**src/rtl/serial_rx_pkg.sv**
```systemverilog
// Shared serial-io definitions: receiver state encodings and sizing helpers.
// Include-guarded so several io blocks can pull it into one compile.
`ifndef SERIAL_RX_PKG_SV
`define SERIAL_RX_PKG_SV
package serial_rx_pkg;

  typedef enum logic [2:0] {
    ST_IDLE      = 3'd0,
    ST_START     = 3'd1,
    ST_DATA      = 3'd2,
    ST_STOP      = 3'd3,
    ST_WAIT_HIGH = 3'd4
  } rx_state_e;

  localparam int SYNC_STAGES = 2;

  // Counter width able to hold n-1, never narrower than one bit.
  function automatic int cnt_w(input int n);
    return (n > 1) ? $clog2(n) : 1;
  endfunction

endpackage
`endif

```
**src/rtl/serial_rx_sync.sv**
```systemverilog
// Metastability synchronizer for the serial line; resets to the idle-high level.
module serial_sync #(
  parameter int STAGES = 2
) (
  input  logic clk,
  input  logic rst,
  input  logic d,
  output logic q
);

  logic [STAGES-1:0] sync_pipe;

  always_ff @(posedge clk or negedge rst) begin
    if (!rst) sync_pipe <= '1;
    else      sync_pipe <= {sync_pipe[STAGES-2:0], d};
  end

  assign q = sync_pipe[STAGES-1];

endmodule

```
**src/rtl/serial_rx.sv**
```systemverilog
// Async serial receiver: 1 start, Width data bits LSB first, 1 checked stop bit.
// Bits are sampled mid-period off a free-running, wrapping bit timer.
module serial_rx
  import serial_rx_pkg::*;
#(
  parameter int Width      = 8,
  parameter int TimerWidth = 8
) (
  input  logic             clk,
  input  logic             rst,
  input  logic             rx,
  input  logic             ack,
  output logic [Width-1:0] Q,
  output logic             valid,
  output logic             frame_err,
  output logic             overrun,
  output logic             busy
);

  localparam int CW = cnt_w(Width);
  localparam logic [TimerWidth-1:0] T_HALF_END = {1'b0, {(TimerWidth-1){1'b1}}};
  localparam logic [TimerWidth-1:0] T_FULL_END = '1;
  localparam logic [CW-1:0]         LAST_BIT   = CW'(Width-1);

  logic rxs;

  serial_sync #(.STAGES(SYNC_STAGES)) u_sync (
    .clk (clk),
    .rst (rst),
    .d   (rx),
    .q   (rxs)
  );

  rx_state_e             state, state_n;
  logic [TimerWidth-1:0] timer, timer_n;
  logic [CW-1:0]         bitcnt, bitcnt_n;
  logic [Width-1:0]      shreg, shreg_n;
  logic [Width-1:0]      q_n;
  logic                  valid_n, ferr_n, ovr_n;

  always_ff @(posedge clk or negedge rst) begin
    if (!rst) begin
      state     <= ST_IDLE;
      timer     <= '0;
      bitcnt    <= '0;
      shreg     <= '0;
      Q         <= '0;
      valid     <= 1'b0;
      frame_err <= 1'b0;
      overrun   <= 1'b0;
    end else begin
      state     <= state_n;
      timer     <= timer_n;
      bitcnt    <= bitcnt_n;
      shreg     <= shreg_n;
      Q         <= q_n;
      valid     <= valid_n;
      frame_err <= ferr_n;
      overrun   <= ovr_n;
    end
  end

  always_comb begin
    state_n  = state;
    timer_n  = timer + 1'b1;
    bitcnt_n = bitcnt;
    shreg_n  = shreg;
    q_n      = Q;
    valid_n  = valid;
    ferr_n   = 1'b0;
    ovr_n    = 1'b0;

    if (ack && valid) valid_n = 1'b0;

    case (state)
      ST_IDLE: begin
        timer_n  = '0;
        bitcnt_n = '0;
        if (!rxs) state_n = ST_START;
      end
      ST_START: begin
        if (timer == T_HALF_END) begin
          timer_n  = '0;
          bitcnt_n = '0;
          state_n  = rxs ? ST_IDLE : ST_DATA;
        end
      end
      // Timer wraps from T_FULL_END to 0, so consecutive samples stay one period apart.
      ST_DATA: begin
        if (timer == T_FULL_END) begin
          shreg_n[bitcnt] = rxs;
          if (bitcnt == LAST_BIT) state_n  = ST_STOP;
          else                    bitcnt_n = bitcnt + 1'b1;
        end
      end
      ST_STOP: begin
        if (timer == T_FULL_END) begin
          if (rxs) begin
            q_n     = shreg;
            valid_n = 1'b1;
            ovr_n   = valid && !ack;
            state_n = ST_IDLE;
          end else begin
            ferr_n  = 1'b1;
            state_n = ST_WAIT_HIGH;
          end
        end
      end
      // A break keeps us here, so it reports a single frame error.
      ST_WAIT_HIGH: begin
        timer_n = '0;
        if (rxs) state_n = ST_IDLE;
      end
      default: state_n = ST_IDLE;
    endcase
  end

  assign busy = (state != ST_IDLE);

endmodule

```
**config.mk**
```make
export PLATFORM = sky130hd
export DESIGN_NAME = serial_rx
export DESIGN_NICKNAME = d
export VERILOG_FILES = /design/src/rtl/serial_rx_pkg.sv /design/src/rtl/serial_rx_sync.sv /design/src/rtl/serial_rx.sv
export SDC_FILE = /design/constraint.sdc
export NUM_CORES = 1
export LEC_CHECK = 0
export ABC_CLOCK_PERIOD_IN_PS = 2000
export CORE_MARGIN = 2
export CORE_UTILIZATION = 50
export DETAILED_ROUTE_END_ITERATION = 8
export PLACE_DENSITY_LB_ADDON = 0.2
export SLEW_MARGIN = 5
export SYNTH_ARGS = -nofsm -noshare
export SYNTH_HDL_FRONTEND = slang
export SYNTH_SLANG_ARGS = --single-unit
```
**constraint.sdc**
```tcl
create_clock -name clk -period 2 [get_ports clk]
set_clock_uncertainty 0.1 [all_clocks]
set_input_delay 0.2 -clock clk [delete_from_list [all_inputs] [get_ports clk]]
set_output_delay 0.2 -clock clk [all_outputs]
set_load 0.1 [all_outputs]
```
==> summary.md, run 1 <==
| Metric | Value |
|---|---|
| Status | `finished, final reports clean` |
| DIE AREA | `around 3700 µm²` |
| Crit path max fanout | `4` |
| Die W | `60.5 µm` |
| Std-Cell Rows | `20` |
| Final slew viol count | `0` |
| CP cell instances | `ha_2, ha_4, nor4bb_4, nand3_1, a21o_1, mux2_2` |
| Drt pass-1 iters | `4` |
| Diodes inserted | `0` |
| Yosys warns | `0` |
| Crit. End Element | `flop` |
| Number of remaining DRC errors | `0` |
| Synth Area in Simple Gates | `around a fifth` |
| First-pass GRT wire length | `5030 µm` |
| Layout overhead on the synthesized area | `22.9%` |
| Yosys top cell by area | `dfrtp_1` |
| Mapped Avg Cell Area | `11.7 µm²` |
| Worst min path class | `input port to asynchronous set/reset pin` |
| Max Root-Sink Buffers | `2` |
| Synth Instances | `136` |
| Fmax | `532 MHz` |
| Largest family of logic cells by synthesized area | `simple AND/OR/NAND/NOR gates` |
| Routed wire length | `approximately 2700 µm` |
| Share of the synthesized area in the top cell type | `51.7%` |
| Tot GR Track Use | `19.0%` |
| DRT iter0 DRCs | `36` |
| Worst-path clk slew | `110 ps` |
| Clock Latency Late Sink | `roughly 340 ps` |
| Max-cap violation count | `0` |
| Ys flop type | `dfrtp_1` |
| Post-CTS Hold Fix Bufs | `0` |
| Fraction of the mapped netlist area in compound gates | `4.55%` |
| Most frequent cells in the layout | `dfrtp_1, buf_4, mux2_1` |
| Post-Synth Adder-Cell Area | `2.35%` |
| Clock Tree Root | `clkbuf_4` |
| Synth area leaders | `dfrtp_1, mux2_1, nor2_1` |
| Power density of the placed cells | `approximately 690 nW/µm²` |
| Vias in the first global route | `about 1100` |
| Drt wl/cell | `around 13 µm` |
| Syn Std Cell Area | `1600 µm²` |
| Final Util | `64.3%` |
| Asr flop ratio synth | `100%` |
| Setup TNS | `0 ps` |
| Final Hold Viols | `0` |
| Slew HR | `71.3%` |
| Seq/Total Area, Yosys | `a little under three fifths` |
| Critical Path Source Type | `flop` |
| Post-Synth XOR/XNOR Area | `under 10%` |
| H-tree Lvls | `2` |
| Synth unique cells | `33` |
| Initial core utilization | `between 50% and 60%` |
| Routed Antenna Nets | `0` |
| Setup WS pre-CTS | `66.1 ps` |
| Crit path time final | `between 1500 and 2000 ps` |
| WS Path Type | `flop to flop` |
| Layout cells sized above 1 | `approximately a quarter` |
| CP max stage delay | `between 400 and 500 ps` |
| LEAKAGE | `0.922 nW` |
| Vias per inst | `around 5.4` |
| CORE AREA | `~3100 µm²` |
| Post-Synthesis Net Count | `approximately 140` |
| Worst Path Required | `2130 ps` |
| Largest net degree at the start of global routing | `36` |
| Synthesized flop and latch total | `35` |
| Worst Path Arrival | `about 2000 ps` |
| Grt ovf | `0` |
| Sinks on Clock Net | `35` |
| # IOs | `16` |
| Detailed placer's ending HPWL | `1930 µm` |
| Worst slew pin tran | `between 400 and 500 ps` |
| Antenna violations before repair | `0` |
| Final WS setup | `between 100 and 150 ps` |
| Number of flops mapped to enable cells by yosys | `0` |
| RSZ-0062 raised after global routing | `no` |
| Worst IR Drop VDD | `0.396 mV` |
| Tcrit/Tclk final | `between 90% and 100%` |
| Die H | `60.5 µm` |
| CTS tree | `done` |
| Post-synthesis mux area share | `a little under an eighth` |
| Final-report setup violation count | `0` |
| Commonest non-fill, non-tap cell in the layout | `dfrtp_1` |
| Num CTS Buffers | `5` |
| Nets | `about 170` |
| Final Wtd Congestion | `about 0.84` |
| Port-buffer cells | `15` |
| Routed vias | `1103` |
| Crit-path slowest cell | `dfrtp_2` |
area by class of cell:
class	instances	area, µm²
fillers	249	1090
flip-flops and latches	35	880
multi-input cells	91	694
repair buffers	25	220
clock inverters	2	60.1
well taps	44	55.1
clock buffers	6	41.3
inverters	3	11.3
flip-flops by register name, indices dropped and copies added, names as in the netlist:
name and cells:
u_sync.sync_pipe 2, valid 1, frame_err 1, timer 8, bitcnt 3, state 3, shreg 8, overrun 1
Q 8
layer usage:
| metal | up-vias | wire [µm] | GRT usage, % |
|---|---|---|---|
| li1 | 525 | - | - |
| met1 | 542 | 1250 | 23.4 |
| met2 | 30 | 1260 | 30.9 |
| met3 | 6 | 126 | 5.97 |
| met4 | 0 | 53 | 8.07 |
| met5 | - | 0 | 0 |
path summary, 6_finish.rpt:
check | startpoint | slack, ps | cells past startpoint | end
min | rst | 160 | 2 | Q[3]
max reg2reg | bitcnt[0] | 120 | 6 | bitcnt[0]
min reg2reg | u_sync.sync_pipe[0] | 270 | 0 | u_sync.sync_pipe[1]
max | bitcnt[0] | 120 | 6 | bitcnt[0]
max in group asynchronous | rst | 1290 | 2 | u_sync.sync_pipe[1]
min in group clk | rx | 160 | 1 | u_sync.sync_pipe[0]
cell families after synthesis:
family | count (synthesis)
AO/OA/AOI/OAI | 10
XOR/XNOR | 7
adder cells (fa/ha/maj) | 3
buffers and inverters | 10
flip-flops | 35
multiplexers | 17
AND/OR/NAND/NOR | 54
power breakdown:
part	internal (mW)	switching [mW]
Sequential	0.711	0.000950
Clock	0.390	0.234
Combinational	0.00841	0.0171
per-stage QoR:
step | instance area [µm²] | power, mW | cells | hold WS, ps
finish | 1960 | 1.36 | 206 | 155
CTS | 1920 | 1.38 | 205 | 136
global route | 1960 | 1.43 | 206 | 121
global placement | 1820 | 0.751 | 197 | 246
detailed placement | 1820 | 0.753 | 197 | 254
floorplan | 1600 | 0.729 | 136 | -196
worst max-delay path, delay by kind of cell, from the launching register on:
| kind | cells | cell delay [ps] |
|---|---|---|
| adder cells (fa/ha/maj) | 2 | 380 |
| AND/OR/NAND/NOR | 2 | 370 |
| flip-flops | 1 | 450 |
| AO/OA/AOI/OAI | 1 | 210 |
| multiplexers | 1 | 260 |
synth_stat cells (3+ instances only):
library cell   n
mux2_1        16
and4_1         3
a21oi_1        3
nand2_1        9
dfrtp_1       33
nor3_2         4
nand4_1        3
nor2_1        15
nand3_1       10
ha_1           3
buf_2          4
xor2_1         5
inv_1          3
repair_timing:
action | in CTS | in global routing
endpoints found under the hold margin | 0 | 0
buffers inserted | 0 | 1
endpoints found under the setup margin | 0 | 3
resized for setup | 0 | 6
No activity file was read; power rests on OpenSTA's default activity.
==> inputs of run 2 (changes only) <==
MAX_ROUTING_LAYER = met4   (was unset)
==> summary.md, run 2 (same netlist as run 1, synthesis figures left out) <==
| Metric | Value |
|---|---|
| DIE AREA | `3660 µm² (unchanged)` |
| Critical Path Source Type | `flop (unchanged)` |
| Std-Cell Rows | `20 (unchanged)` |
| Final Hold Viols | `0 (unchanged)` |
| Worst-path clk slew | `110 ps (about the same)` |
| Worst min path class | `input port to asynchronous set/reset pin (unchanged)` |
| FF+latch area | `880 µm² (unchanged)` |
| Clock Tree Root | `clkbuf_4 (unchanged)` |
| H-tree Lvls | `2 (unchanged)` |
| Setup TNS | `0 ps (unchanged)` |
| Crit. End Element | `flop (unchanged)` |
| Grt ovf | `0 (unchanged)` |
| Tot GR Track Use | `19.6% (was 19.0%)` |
| Post-CTS Hold Fix Bufs | `0 (unchanged)` |
| Number of remaining DRC errors | `0 (unchanged)` |
| Final slew viol count | `0 (unchanged)` |
| Worst Path Arrival | `2010 ps (about the same)` |
| Port-buffer cells | `15 (unchanged)` |
| Power density of the placed cells | `694 nW/µm² (about the same)` |
| Die W | `60.5 µm (unchanged)` |
| R2R cell count | `6 (unchanged)` |
| Multi-input combinational cell area | `694 µm² (unchanged)` |
| Largest net degree at the start of global routing | `36 (unchanged)` |
| Routed vias | `1102 (was 1103)` |
| Fill cell count | `249 (unchanged)` |
| Routed wire length | `2690 µm (about the same)` |
| Largest registers | `Q (8), shreg (8), timer (8) (unchanged)` |
| Vias per inst | `5.35 (about the same)` |
| CORE AREA | `3050 µm² (unchanged)` |
| Drt pass-1 iters | `4 (unchanged)` |
| Num CTS Buffers | `5 (unchanged)` |
| DRT iter0 DRCs | `36 (unchanged)` |
| Total power | `1.36 mW (about the same)` |
| Worst slew pin tran | `430 ps (about the same)` |
| Max Root-Sink Buffers | `2 (unchanged)` |
| Initial core utilization | `52.3% (unchanged)` |
| Final Wtd Congestion | `0.854 (was 0.840)` |
| Worst Path Required | `2130 ps (about the same)` |
| WS Path Type | `flop to flop (unchanged)` |
| Most frequent cells in the layout | `dfrtp_1, buf_4, mux2_1 (unchanged)` |
| Routed Antenna Nets | `0 (unchanged)` |
| Sinks on Clock Net | `35 (unchanged)` |
| Final-report setup violation count | `0 (unchanged)` |
| # IOs | `16 (unchanged)` |
| Worst IR Drop VDD | `0.396 mV (about the same)` |
| Diodes inserted | `0 (unchanged)` |
| Fmax | `532 MHz (unchanged)` |
| Drt wl/cell | `13.1 µm (about the same)` |
| Layout cells sized above 1 | `25.9% (unchanged)` |
| Clock Latency Late Sink | `340 ps (about the same)` |
| Antenna violations before repair | `0 (unchanged)` |
| Max-cap violation count | `0 (unchanged)` |
| CTS tree | `done (unchanged)` |
| Commonest non-fill, non-tap cell in the layout | `dfrtp_1 (unchanged)` |
| Status | `finished, final reports clean (unchanged)` |
| Vias in the first global route | `1126 (unchanged)` |
| Slew HR | `71.3% (about the same)` |
| Detailed placer's ending HPWL | `1930 µm (unchanged)` |
| Crit path max fanout | `4 (unchanged)` |
| Crit path time final | `1880 ps (about the same)` |
| Nets | `168 (unchanged)` |
| Die H | `60.5 µm (unchanged)` |
| LEAKAGE | `0.922 nW (unchanged)` |
| First-pass GRT wire length | `5030 µm (unchanged)` |
| RSZ-0062 raised after global routing | `no (unchanged)` |
| Layout overhead on the synthesized area | `22.9% (unchanged)` |
| Tcrit/Tclk final | `94.1% (about the same)` |
## run 2: report_power, final
group	internal, mW	switching [mW]	leakage [nW]
clock network	0.390	0.234	0.0525
logic	0.00841	0.0171	0.404
registers	0.711	0.000950	0.466
## run 2: layer usage
metal | global-route usage, % | part of all wire (%) | vias to the layer above
li1 | - | - | 525
met1 | 23.4 | 46 | 542
met2 | 30.9 | 47 | 30
met3 | 5.97 | 4.7 | 5
met4 | 8.07 | 1.9 | 0
met5 | - | 0 | -
## run 2: worst paths after layout
kind	start	endpoint	slack (ps)
min in group clk	rx	u_sync.sync_pipe[0]	160
hold / removal	rst	Q[3]	160
hold reg to reg	u_sync.sync_pipe[0]	u_sync.sync_pipe[1]	270
setup reg to reg	bitcnt[0]	bitcnt[0]	120
setup / recovery	bitcnt[0]	bitcnt[0]	120
max in group asynchronous	rst	u_sync.sync_pipe[1]	1290
## run 2: layout make-up
class                      count  area share (%)
sequential                    35            44.8
multi-input combinational     91            35.4
timing repair buffer          25            11.2
clock buffer                   6            2.10
inverter                       3           0.574
tap                           44            2.81
clock inverter                 2            3.06
## run 2: what timing repair did
| item | CTS | global route |
|---|---|---|
| gates resized for setup | 0 | 6 |
| endpoints found under the hold margin | 0 | 0 |
| setup buffers | 0 | 1 |
| endpoints found under the setup margin | 0 | 3 |
## run 2: critical path, cell delays in order (launching register included)
cell	delay (ps)
dfrtp_2	450
ha_2	210
ha_4	170
nor4bb_4	260
nand3_1	110
a21o_1	210
mux2_2	260
## run 2: stage by stage
stage          worst slack (ps)  utilization, %  hold slack (ps)  instance area (µm²)  instances
3_3_place_gp                168            59.7              246                 1820        197
6_report                    119            64.3              156                 1960        206
3_5_place_dp               66.1            59.7              254                 1820        197
5_1_grt                    13.6            64.3              121                 1960        206
4_1_cts                    42.4            63.0              136                 1920        205
2_1_floorplan               164               -             -196                 1600        136
